**config.mk**
```make
export PLATFORM = sky130hd
export DESIGN_NAME = subclock_arbiter_flat
export DESIGN_NICKNAME = d
export VERILOG_FILES = /design/src/rtl/subclock_arbiter_if.sv /design/src/rtl/subclock_arbiter.sv /design/src/flat_wrapper.sv
export SDC_FILE = /design/constraint.sdc
export NUM_CORES = 1
export LEC_CHECK = 0
export CAP_MARGIN = 20
export CORE_UTILIZATION = 50
export CTS_CLUSTER_DIAMETER = 100
export CTS_CLUSTER_SIZE = 24
export DETAILED_ROUTE_END_ITERATION = 8
export GPL_ROUTABILITY_DRIVEN = 0
export PLACE_DENSITY = 0.84
export SLEW_MARGIN = 30
export SYNTH_ARGS = -nofsm -noshare
export SYNTH_HDL_FRONTEND = slang
export SYNTH_SLANG_ARGS = --single-unit
```
**constraint.sdc**
```tcl
create_clock -name clk_i -period 4.2 [get_ports clk_i]
set_input_delay 1.26 -clock clk_i [delete_from_list [all_inputs] [get_ports clk_i]]
set_output_delay 1.26 -clock clk_i [all_outputs]
set_load 0.01 [all_outputs]
```
**src/rtl/subclock_arbiter_if.sv**
```systemverilog
// rtl/subclock_arbiter_if.sv - requester/arbiter bundle for the shared sub-clock divider
interface subclock_arbiter_if #(
  parameter int NREQ = 4,
  parameter int DW   = 26,
  parameter int CW   = 16,
  parameter int IW   = 2
);
  logic [NREQ-1:0]    req;
  logic [NREQ*DW-1:0] div;
  logic [NREQ*CW-1:0] cnt;
  logic [NREQ-1:0]    gnt;
  logic [NREQ-1:0]    done;
  logic               busy;
  logic [IW-1:0]      cur;
  logic               outclk;

  modport master (output req, div, cnt, input gnt, done, busy, cur, outclk);
  modport slave  (input req, div, cnt, output gnt, done, busy, cur, outclk);
endinterface

```
**src/rtl/subclock_arbiter.sv**
```systemverilog
// rtl/subclock_arbiter.sv - round-robin owner of one divider emitting CNT periods of 2*DIV clocks
// SUBCLK_ARB_FIXED_PRIO_EN selects fixed priority (lowest index wins) instead of round robin.
module subclock_arbiter #(
  parameter int NREQ = 4,
  parameter int DW   = 26,
  parameter int CW   = 16,
  parameter int IW   = 2
) (
  input  logic              clk_i,
  input  logic              rst_i,
  subclock_arbiter_if.slave bus
);

  typedef enum logic [1:0] {IDLE, RUN, FIN} state_e;

  state_e          state_q;
  logic [NREQ-1:0] gnt_q;
  logic [NREQ-1:0] done_q;
  logic            busy_q;
  logic            outclk_q;
  logic [IW-1:0]   cur_q;
  logic [DW-1:0]   divl_q;
  logic [DW-1:0]   hcnt_q;
  logic [CW-1:0]   pcnt_q;
`ifndef SUBCLK_ARB_FIXED_PRIO_EN
  logic [IW-1:0]   last_q;
`endif

  logic [DW-1:0]   div_a [NREQ];
  logic [CW-1:0]   cnt_a [NREQ];
  logic            win_vld_d;
  logic [IW-1:0]   win_idx_d;
  logic [DW-1:0]   divl_d;
  logic [CW-1:0]   pcnt_d;

  always_comb begin
    for (int i = 0; i < NREQ; i++) begin
      div_a[i] = bus.div[i*DW +: DW];
      cnt_a[i] = bus.cnt[i*CW +: CW];
    end
  end

  always_comb begin
    int j;
    j         = 0;
    win_vld_d = 1'b0;
    win_idx_d = '0;
`ifdef SUBCLK_ARB_FIXED_PRIO_EN
    for (int i = NREQ - 1; i >= 0; i--) begin
      if (bus.req[IW'(i)]) begin
        win_vld_d = 1'b1;
        win_idx_d = IW'(i);
      end
    end
`else
    // Walk from the farthest candidate to the nearest so the first set bit after last wins.
    for (int k = NREQ; k >= 1; k--) begin
      j = int'(last_q) + k;
      if (j >= NREQ) j = j - NREQ;
      if (bus.req[IW'(j)]) begin
        win_vld_d = 1'b1;
        win_idx_d = IW'(j);
      end
    end
`endif
    divl_d = (div_a[win_idx_d] == '0) ? DW'(1) : div_a[win_idx_d];
    pcnt_d = (cnt_a[win_idx_d] == '0) ? CW'(1) : cnt_a[win_idx_d];
  end

  always_ff @(posedge clk_i or posedge rst_i) begin
    if (rst_i) begin
      state_q  <= IDLE;
      gnt_q    <= '0;
      done_q   <= '0;
      busy_q   <= 1'b0;
      outclk_q <= 1'b0;
      cur_q    <= '0;
      divl_q   <= DW'(1);
      hcnt_q   <= '0;
      pcnt_q   <= '0;
`ifndef SUBCLK_ARB_FIXED_PRIO_EN
      last_q   <= IW'(NREQ - 1);
`endif
    end else begin
      case (state_q)
        IDLE: begin
          done_q <= '0;
          if (win_vld_d) begin
            state_q  <= RUN;
            gnt_q    <= NREQ'(1) << win_idx_d;
            busy_q   <= 1'b1;
            cur_q    <= win_idx_d;
            divl_q   <= divl_d;
            pcnt_q   <= pcnt_d;
            hcnt_q   <= '0;
            outclk_q <= 1'b0;
`ifndef SUBCLK_ARB_FIXED_PRIO_EN
            last_q   <= win_idx_d;
`endif
          end
        end
        RUN: begin
          if (!bus.req[cur_q]) begin
            // Owner withdrew: release silently, no completion pulse.
            state_q  <= IDLE;
            gnt_q    <= '0;
            busy_q   <= 1'b0;
            outclk_q <= 1'b0;
          end else if (hcnt_q == divl_q - DW'(1)) begin
            hcnt_q   <= '0;
            outclk_q <= ~outclk_q;
            if (outclk_q) begin
              pcnt_q <= pcnt_q - CW'(1);
              if (pcnt_q == CW'(1)) begin
                state_q <= FIN;
                gnt_q   <= '0;
                busy_q  <= 1'b0;
                done_q  <= gnt_q;
              end
            end
          end else begin
            hcnt_q <= hcnt_q + DW'(1);
          end
        end
        FIN: begin
          done_q  <= '0;
          state_q <= IDLE;
        end
        default: state_q <= IDLE;
      endcase
    end
  end

  assign bus.gnt    = gnt_q;
  assign bus.done   = done_q;
  assign bus.busy   = busy_q;
  assign bus.cur    = cur_q;
  assign bus.outclk = outclk_q;

endmodule
```
**src/flat_wrapper.sv**
```systemverilog
// flat-port wrapper written by rule: the top's interface ports become plain ports
module subclock_arbiter_flat 
#(
  parameter int NREQ = 4,
  parameter int DW   = 26,
  parameter int CW   = 16,
  parameter int IW   = 2
)
  (clk_i, rst_i, bus_req, bus_div, bus_cnt, bus_gnt, bus_done, bus_busy, bus_cur, bus_outclk);
  subclock_arbiter_if #(.NREQ(NREQ), .DW(DW), .CW(CW), .IW(IW)) bus_i ();
  input  logic clk_i;
  input  logic rst_i;
  input wire logic [$bits(bus_i.req)-1:0] bus_req;
  input wire logic [$bits(bus_i.div)-1:0] bus_div;
  input wire logic [$bits(bus_i.cnt)-1:0] bus_cnt;
  output wire logic [$bits(bus_i.gnt)-1:0] bus_gnt;
  output wire logic [$bits(bus_i.done)-1:0] bus_done;
  output wire logic [$bits(bus_i.busy)-1:0] bus_busy;
  output wire logic [$bits(bus_i.cur)-1:0] bus_cur;
  output wire logic [$bits(bus_i.outclk)-1:0] bus_outclk;
  assign bus_i.req = bus_req;
  assign bus_i.div = bus_div;
  assign bus_i.cnt = bus_cnt;
  assign bus_gnt = bus_i.gnt;
  assign bus_done = bus_i.done;
  assign bus_busy = bus_i.busy;
  assign bus_cur = bus_i.cur;
  assign bus_outclk = bus_i.outclk;
  subclock_arbiter #(.NREQ(NREQ), .DW(DW), .CW(CW), .IW(IW)) u_core (.clk_i(clk_i), .rst_i(rst_i), .bus(bus_i));
endmodule
```
==> run metrics, run 1 <==
status complete, no violations; Final nets 1173; synthesized area 6940 sq um; vias per cell about 6.4; crit path time final around 4 ns; Core Rows 42; grt met1 use between 40% and 50%; fmax 249.1 MHz; flops & latches, synth 84; Die Y about 120 um; first-pass GRT wire length ~37 mm; final setup vio count 0; GRT Total Usage around a third; met3 Resource Use GR between 4 and 5%; actual slew at the worst max-slew pin between 0.7 and 0.8 ns; detailed-route DRC error count 0; initial antenna violation count 0; RSZ-0062 raised after global routing no; Worst setup EP type register; maximum fanout along the worst path 9; Syn Inst Count 820; WP data arrival ~4.3 ns; Most Crowded Layer GR met2; fraction of synthesized area in multiplexers 9.194%; Max Slew Vio Count 0; Tot Pwr ~5.6 mW; Detailed Place HPWL ~18 mm; crit share post-route between 90% and 100%; die area ~14000 sq um; # H-tree levels 3; Post-synth ARST share 100.0%; # IOs between 150 and 200; vias in the first global route ~7100; EDFF count, synth 0; Worst EP required roughly 4.5 ns; largest net degree at the start of global routing 52; DP Cell Count ~1200; final wirelength 23.15 mm; XOR/XNOR share of the synthesized area 6.021%; vias after detailed routing between 7000 and 8000; Fin. Hold Viols 0; Main synth FF type dfrtp_1; Post-DRT Antenna Nets 0; VDD IR max between 0.3 and 0.4 mV; list of most frequent post-synthesis cells o211ai_1 (86), dfrtp_1 (81), inv_1 (67), clkbuf_1 (56), nor2_1 (53); CTS tree yes; max-capacitance violation count 0; worst min path class register to register; most common cell in the netlist o211ai_1; post-synth top area share slightly below 30%; Syn Area/Cell between 8 and 9 sq um; drt wl/cell ~20 um; number of port buffers between 150 and 200; Inserted Clock Buffers 9; Synth Area in Compound Gates a little over a quarter; share of layout cells above drive strength 1 about an eighth; Slew headroom between 50% and 60%; simple-gate share of the synthesized area between 10% and 20%; P_leak between 3 and 4 nW; PwrDens between 500 and 600 nW/um^2; Die Width approximately 120 um; Crit Path Category input port to register; non-filler cells, final approximately 1200; reg-to-reg slack, setup approximately 0.21 ns; syn nets roughly 1000; core area roughly 13000 sq um; Starting Density roughly half; DRT Pass-1 Iters 8; skew final 0.009437 ns; clk_lat worst skew roughly 0.34 ns; synth warn 0; Clock transition at path regs ~0.06 ns; Critical Path Start Type input port; combinational family with the most area after synthesis compound AO/OA/AOI/OAI gates; Synth cell types 71; Root Buffer clkbuf_16; adder-cell area share of the yosys netlist less than 1%; CTS sink cnt 84; DR iter-0 viols 826; # diodes 0; remaining global-route overflow 0; leading area contributor after synthesis dfrtp_1; Seq/Total Area, Yosys between 30% and 40%; Longest Clk Path Bufs 2; Area Overhead vs Synth 37.66%; Synth area leaders dfrtp_1 (29%), o211ai_1 (9.3%), mux4_2 (4.9%); M2 GR Usage 51.84%
[cells in the final DEF, fill, tap and decap left out, types with 15 or more instances in the layout]
| master | count |
|---|---|
| a22oi_1 | 16 |
| nor2_1 | 52 |
| buf_4 | 40 |
| nand3_1 | 19 |
| a21oi_1 | 35 |
| nor3_1 | 17 |
| xnor2_1 | 25 |
| nand4_1 | 19 |
| xor2_1 | 20 |
| o211ai_1 | 86 |
| dfrtp_1 | 81 |
| a31o_2 | 19 |
| nand2_1 | 41 |
| and2_1 | 16 |
| nor4_1 | 15 |
| mux4_2 | 15 |
| clkdlybuf4s50_1 | 185 |
| o21ai_0 | 32 |
| mux2i_1 | 21 |
| inv_1 | 66 |
[stage by stage]
step | instance area, sq um | utilization (%) | TNS, ns | setup slack [ns] | hold slack [ns]
2_1_floorplan | 6940 | - | 0 | 0.06430 | 0.4743
3_3_place_gp | 9191 | 68.59 | -0.01251 | -0.01251 | 0.4907
3_5_place_dp | 9191 | 68.59 | -0.1689 | -0.1342 | 0.4971
4_1_cts | 9537 | 71.17 | 0 | 0.07583 | 0.5107
5_1_grt | 9554 | 71.30 | 0 | 0.04108 | 0.5432
6_report | 9554 | 71.30 | 0 | 0.1860 | 0.5184
[kinds of logic after synthesis]
kind of cell | Yosys count
mux | 44
xor+xnor | 46
simple gates | 242
flops | 84
compound gates | 267
fa+ha+maj | 4
buf+inv | 133
[routing by layer]
layer / vias to the layer above / routed length (um)
li1: 3435 / -
met1: 3600 / 9750
met2: 422 / 10880
met3: 61 / 1782
met4: 0 / 739
met5: - / 0
[state kept, by name, summed over array words and instances, names as in the netlist]
| signal | cells |
|---|---|
| u_core.last_q | 2 |
| u_core.bus.outclk | 1 |
| u_core.hcnt_q | 26 |
| u_core.divl_q | 26 |
| u_core.state_q | 2 |
| u_core.bus.busy | 1 |
| u_core.bus.done | 4 |
| u_core.bus.cur | 2 |
| u_core.pcnt_q | 16 |
| u_core.bus.gnt | 4 |
[worst max-delay path, stage by stage]
cell and delay (ns):
clkdlybuf4s50_1 0.44, nand2b_1 0.17, a21boi_4 0.15, o21ai_4 0.38, buf_12 0.19, mux4_2 0.53
or4_1 0.56, o41ai_1 0.33, nand3_1 0.13, o211ai_1 0.11
[cell type report]
class                           count  area [sq um]
Fill cell                         992          3846
Tap cell                          176         220.2
Timing Repair Buffer              230          2252
Inverter                           67         252.7
Clock inverter                      6         112.6
Clock buffer                       10         229.0
Multi-Input combinational cell    603          4382
Sequential cell                    84          2106
[power breakdown]
group / switching (mW) / internal (mW) / leakage (nW) / total, mW
combinational: 1.68 / 1.47 / 2.49 / 3.15
sequential: 0.417 / 1.09 / 1.07 / 1.51
clock: 0.321 / 0.582 / 0.167 / 0.903
total: 2.42 / 3.14 / 3.72 / 5.56
[timing repair]
item / 4_1_cts / 5_1_grt
hold buffers: 0 / 0
buffers inserted: 0 / 0
pin swaps: 0 / 2
resized for setup: 1 / 2
setup endpoints to repair: 2 / 11
[final timing paths]
| path | from | endpoint | depth (start not counted) |
|---|---|---|---|
| setup / recovery | bus_req[2] | u_core.pcnt_q[0]$_DFFE_PP0P_ | 10 |
| hold / removal | u_core.pcnt_q[5]$_DFFE_PP0P_ | u_core.pcnt_q[5]$_DFFE_PP0P_ | 1 |
| setup reg to reg | u_core.divl_q[2]$_DFFE_PP0P_ | u_core.bus.busy$_DFFE_PP0P_ | 10 |
| hold reg to reg | u_core.pcnt_q[5]$_DFFE_PP0P_ | u_core.pcnt_q[5]$_DFFE_PP0P_ | 1 |
| max in group asynchronous | rst_i | u_core.divl_q[9]$_DFFE_PP0P_ | 3 |
| min in group asynchronous | rst_i | u_core.pcnt_q[13]$_DFFE_PP0P_ | 2 |
Power figures use the tool's default switching activity.
==> run 2, diff against run 1 <==
--- a/config.mk
+++ b/config.mk
@@ -12,6 +12,7 @@
 export DETAILED_ROUTE_END_ITERATION = 8
 export GPL_ROUTABILITY_DRIVEN = 0
 export PLACE_DENSITY = 0.84
+export REMOVE_ABC_BUFFERS = 1
 export SLEW_MARGIN = 30
 export SYNTH_ARGS = -nofsm -noshare
 export SYNTH_HDL_FRONTEND = slang
==> run metrics, run 2 (synthesized netlist as in run 1, its figures left out) <==
non-filler cells, final 1195 (+1.6%); DP Cell Count 1179 (+1.6%); share of layout cells above drive strength 1 14.13% (+1.4 points); P_leak 3.773 nW (+1.5%); crit path time final 3.979 ns (-0.03494 ns); Die Width 119.8 um (unchanged); Crit Path Category register to register; status complete, no violations; Worst setup EP type register; DR iter-0 viols 673 (-19%); top flop regs u_core.divl_q (26), u_core.hcnt_q (26), u_core.pcnt_q (16); initial antenna violation count 0 (unchanged); largest net degree at the start of global routing 45 (-13%); Final nets 1192 (+1.6%); GRT Total Usage 31.18% (-1.5 points); final hold slack 0.5092 ns (-0.009185 ns); Post-Place Setup Slack -0.07430 ns (+0.05989 ns); Worst EP required 4.40 ns (-0.05 ns); final setup vio count 0 (unchanged); Slew headroom 51.99% (-0.51 points); Core Rows 42 (unchanged); leading cell type in the layout, fill and taps excluded clkdlybuf4s50_1; maximum fanout along the worst path 17 (+8); PwrDens 566.2 nW/um^2 (-2.6%); crit share post-route 94.74% (-0.83 points); actual slew at the worst max-slew pin 0.7193 ns (+0.007517 ns); skew final 0.008721 ns (-0.0007157 ns); Detailed Place HPWL 16.92 mm (-6.3%); Max Slew Vio Count 0 (unchanged); Inserted Clock Buffers 9 (unchanged); remaining global-route overflow 0 (unchanged); core area 13400 sq um (unchanged); number of port buffers 185 (unchanged); drt wl/cell 18.25 um (-7.3%); first-pass GRT wire length 35.57 mm (-4.2%); max-capacitance violation count 0 (unchanged); Setup Buffers After CTS 0 (unchanged); Fin. Hold Viols 0 (unchanged); WP data arrival 4.18 ns (-0.09 ns); Tot Pwr 5.460 mW (-1.7%); worst setup margin 0.2210 ns (+0.03494 ns); Die Y 119.8 um (unchanged); Root Buffer clkbuf_16; # H-tree levels 3 (unchanged); Longest Clk Path Bufs 2 (unchanged); Area Overhead vs Synth 38.96%; CTS tree yes; VDD IR max 0.3958 mV (+21%); detailed-route DRC error count 0 (unchanged); vias per cell 6.211 (-2.8%); Post-DRT Antenna Nets 0 (unchanged); CTS sink cnt 84 (unchanged); die area 14360 sq um (unchanged); Critical Path Start Type register; final wirelength 21.81 mm (-5.8%); Clock transition at path regs 0.06 ns (about the same); fmax 251.3 MHz (+0.88%); # IOs 186 (unchanged); clk_lat worst skew 0.35 ns (about the same); vias in the first global route 7105 (-0.39%); RSZ-0062 raised after global routing no; # diodes 0 (unchanged); worst min path class register to register; DRT Pass-1 Iters 5 (-3); Starting Density 51.79% (unchanged); most frequent cells in the layout clkdlybuf4s50_1 (185), o211ai_1 (86), dfrtp_1 (81), inv_1 (66), buf_4 (57); vias after detailed routing 7422 (-1.3%)
==> run 2: worst max-delay path: stages, from the launching register on <==
cell	delay [ns]
dfrtp_1	0.48
or4_1	0.55
buf_4	0.19
nor4_2	0.42
o2111a_1	0.33
o22ai_1	0.08
or4_1	0.50
or4_1	0.41
buf_4	0.22
buf_4	0.20
a211oi_1	0.32
o22ai_1	0.13
==> run 2: final timing paths <==
kind,slack [ns],cells after the start,endpoint,startpoint
hold reg to reg,0.51,1,u_core.pcnt_q[5]$_DFFE_PP0P_,u_core.pcnt_q[5]$_DFFE_PP0P_
hold / removal,0.51,1,u_core.pcnt_q[5]$_DFFE_PP0P_,u_core.pcnt_q[5]$_DFFE_PP0P_
setup / recovery,0.22,11,u_core.pcnt_q[3]$_DFFE_PP0P_,u_core.divl_q[2]$_DFFE_PP0P_
setup reg to reg,0.22,11,u_core.pcnt_q[3]$_DFFE_PP0P_,u_core.divl_q[2]$_DFFE_PP0P_
min in group asynchronous,1.34,2,u_core.hcnt_q[4]$_DFFE_PP0P_,rst_i
max in group asynchronous,2.13,3,u_core.divl_q[0]$_DFFE_PP1P_,rst_i
==> run 2: layout make-up <==
cell class	count	area (sq um)
Timing Repair Buffer	249	2420
Fill cell	999	3756
Tap cell	176	220.2
Inverter	67	252.7
Sequential cell	84	2106
Clock inverter	4	25.02
Clock buffer	12	246.5
Multi-Input combinational cell	603	4374
==> run 2: metal layers <==
layer  part of all wire [%]  wire [um]  track usage [%]
met1                     43       9328            42.97
met2                     46      10050            48.63
met3                    8.4       1825            5.798
met4                    2.8        603            11.56
met5                      0          0                0
==> run 2: timing repair <==
item / CTS / global route
resized for setup: 0 / 1
hold buffers: 0 / 0
setup endpoints to repair: 0 / 4
==> run 2: report_power, final <==
group / leakage [nW] / total, mW / internal [mW] / switching [mW]
Clock: 0.129 / 0.736 / 0.415 / 0.321
Sequential: 1.07 / 1.50 / 1.09 / 0.414
Combinational: 2.58 / 3.22 / 1.57 / 1.65
Total: 3.77 / 5.46 / 3.07 / 2.39
==> run 2: per-stage QoR <==
| stage | utilization [%] | area (sq um) | TNS, ns |
|---|---|---|---|
| 3_5_place_dp | 69.88 | 9364 | -0.07430 |
| 3_3_place_gp | 69.84 | 9359 | -0.05073 |
| 5_1_grt | 71.97 | 9644 | 0 |
| 2_1_floorplan | - | 6670 | -52.68 |
| 6_report | 71.97 | 9644 | 0 |
| 4_1_cts | 71.90 | 9635 | 0 |
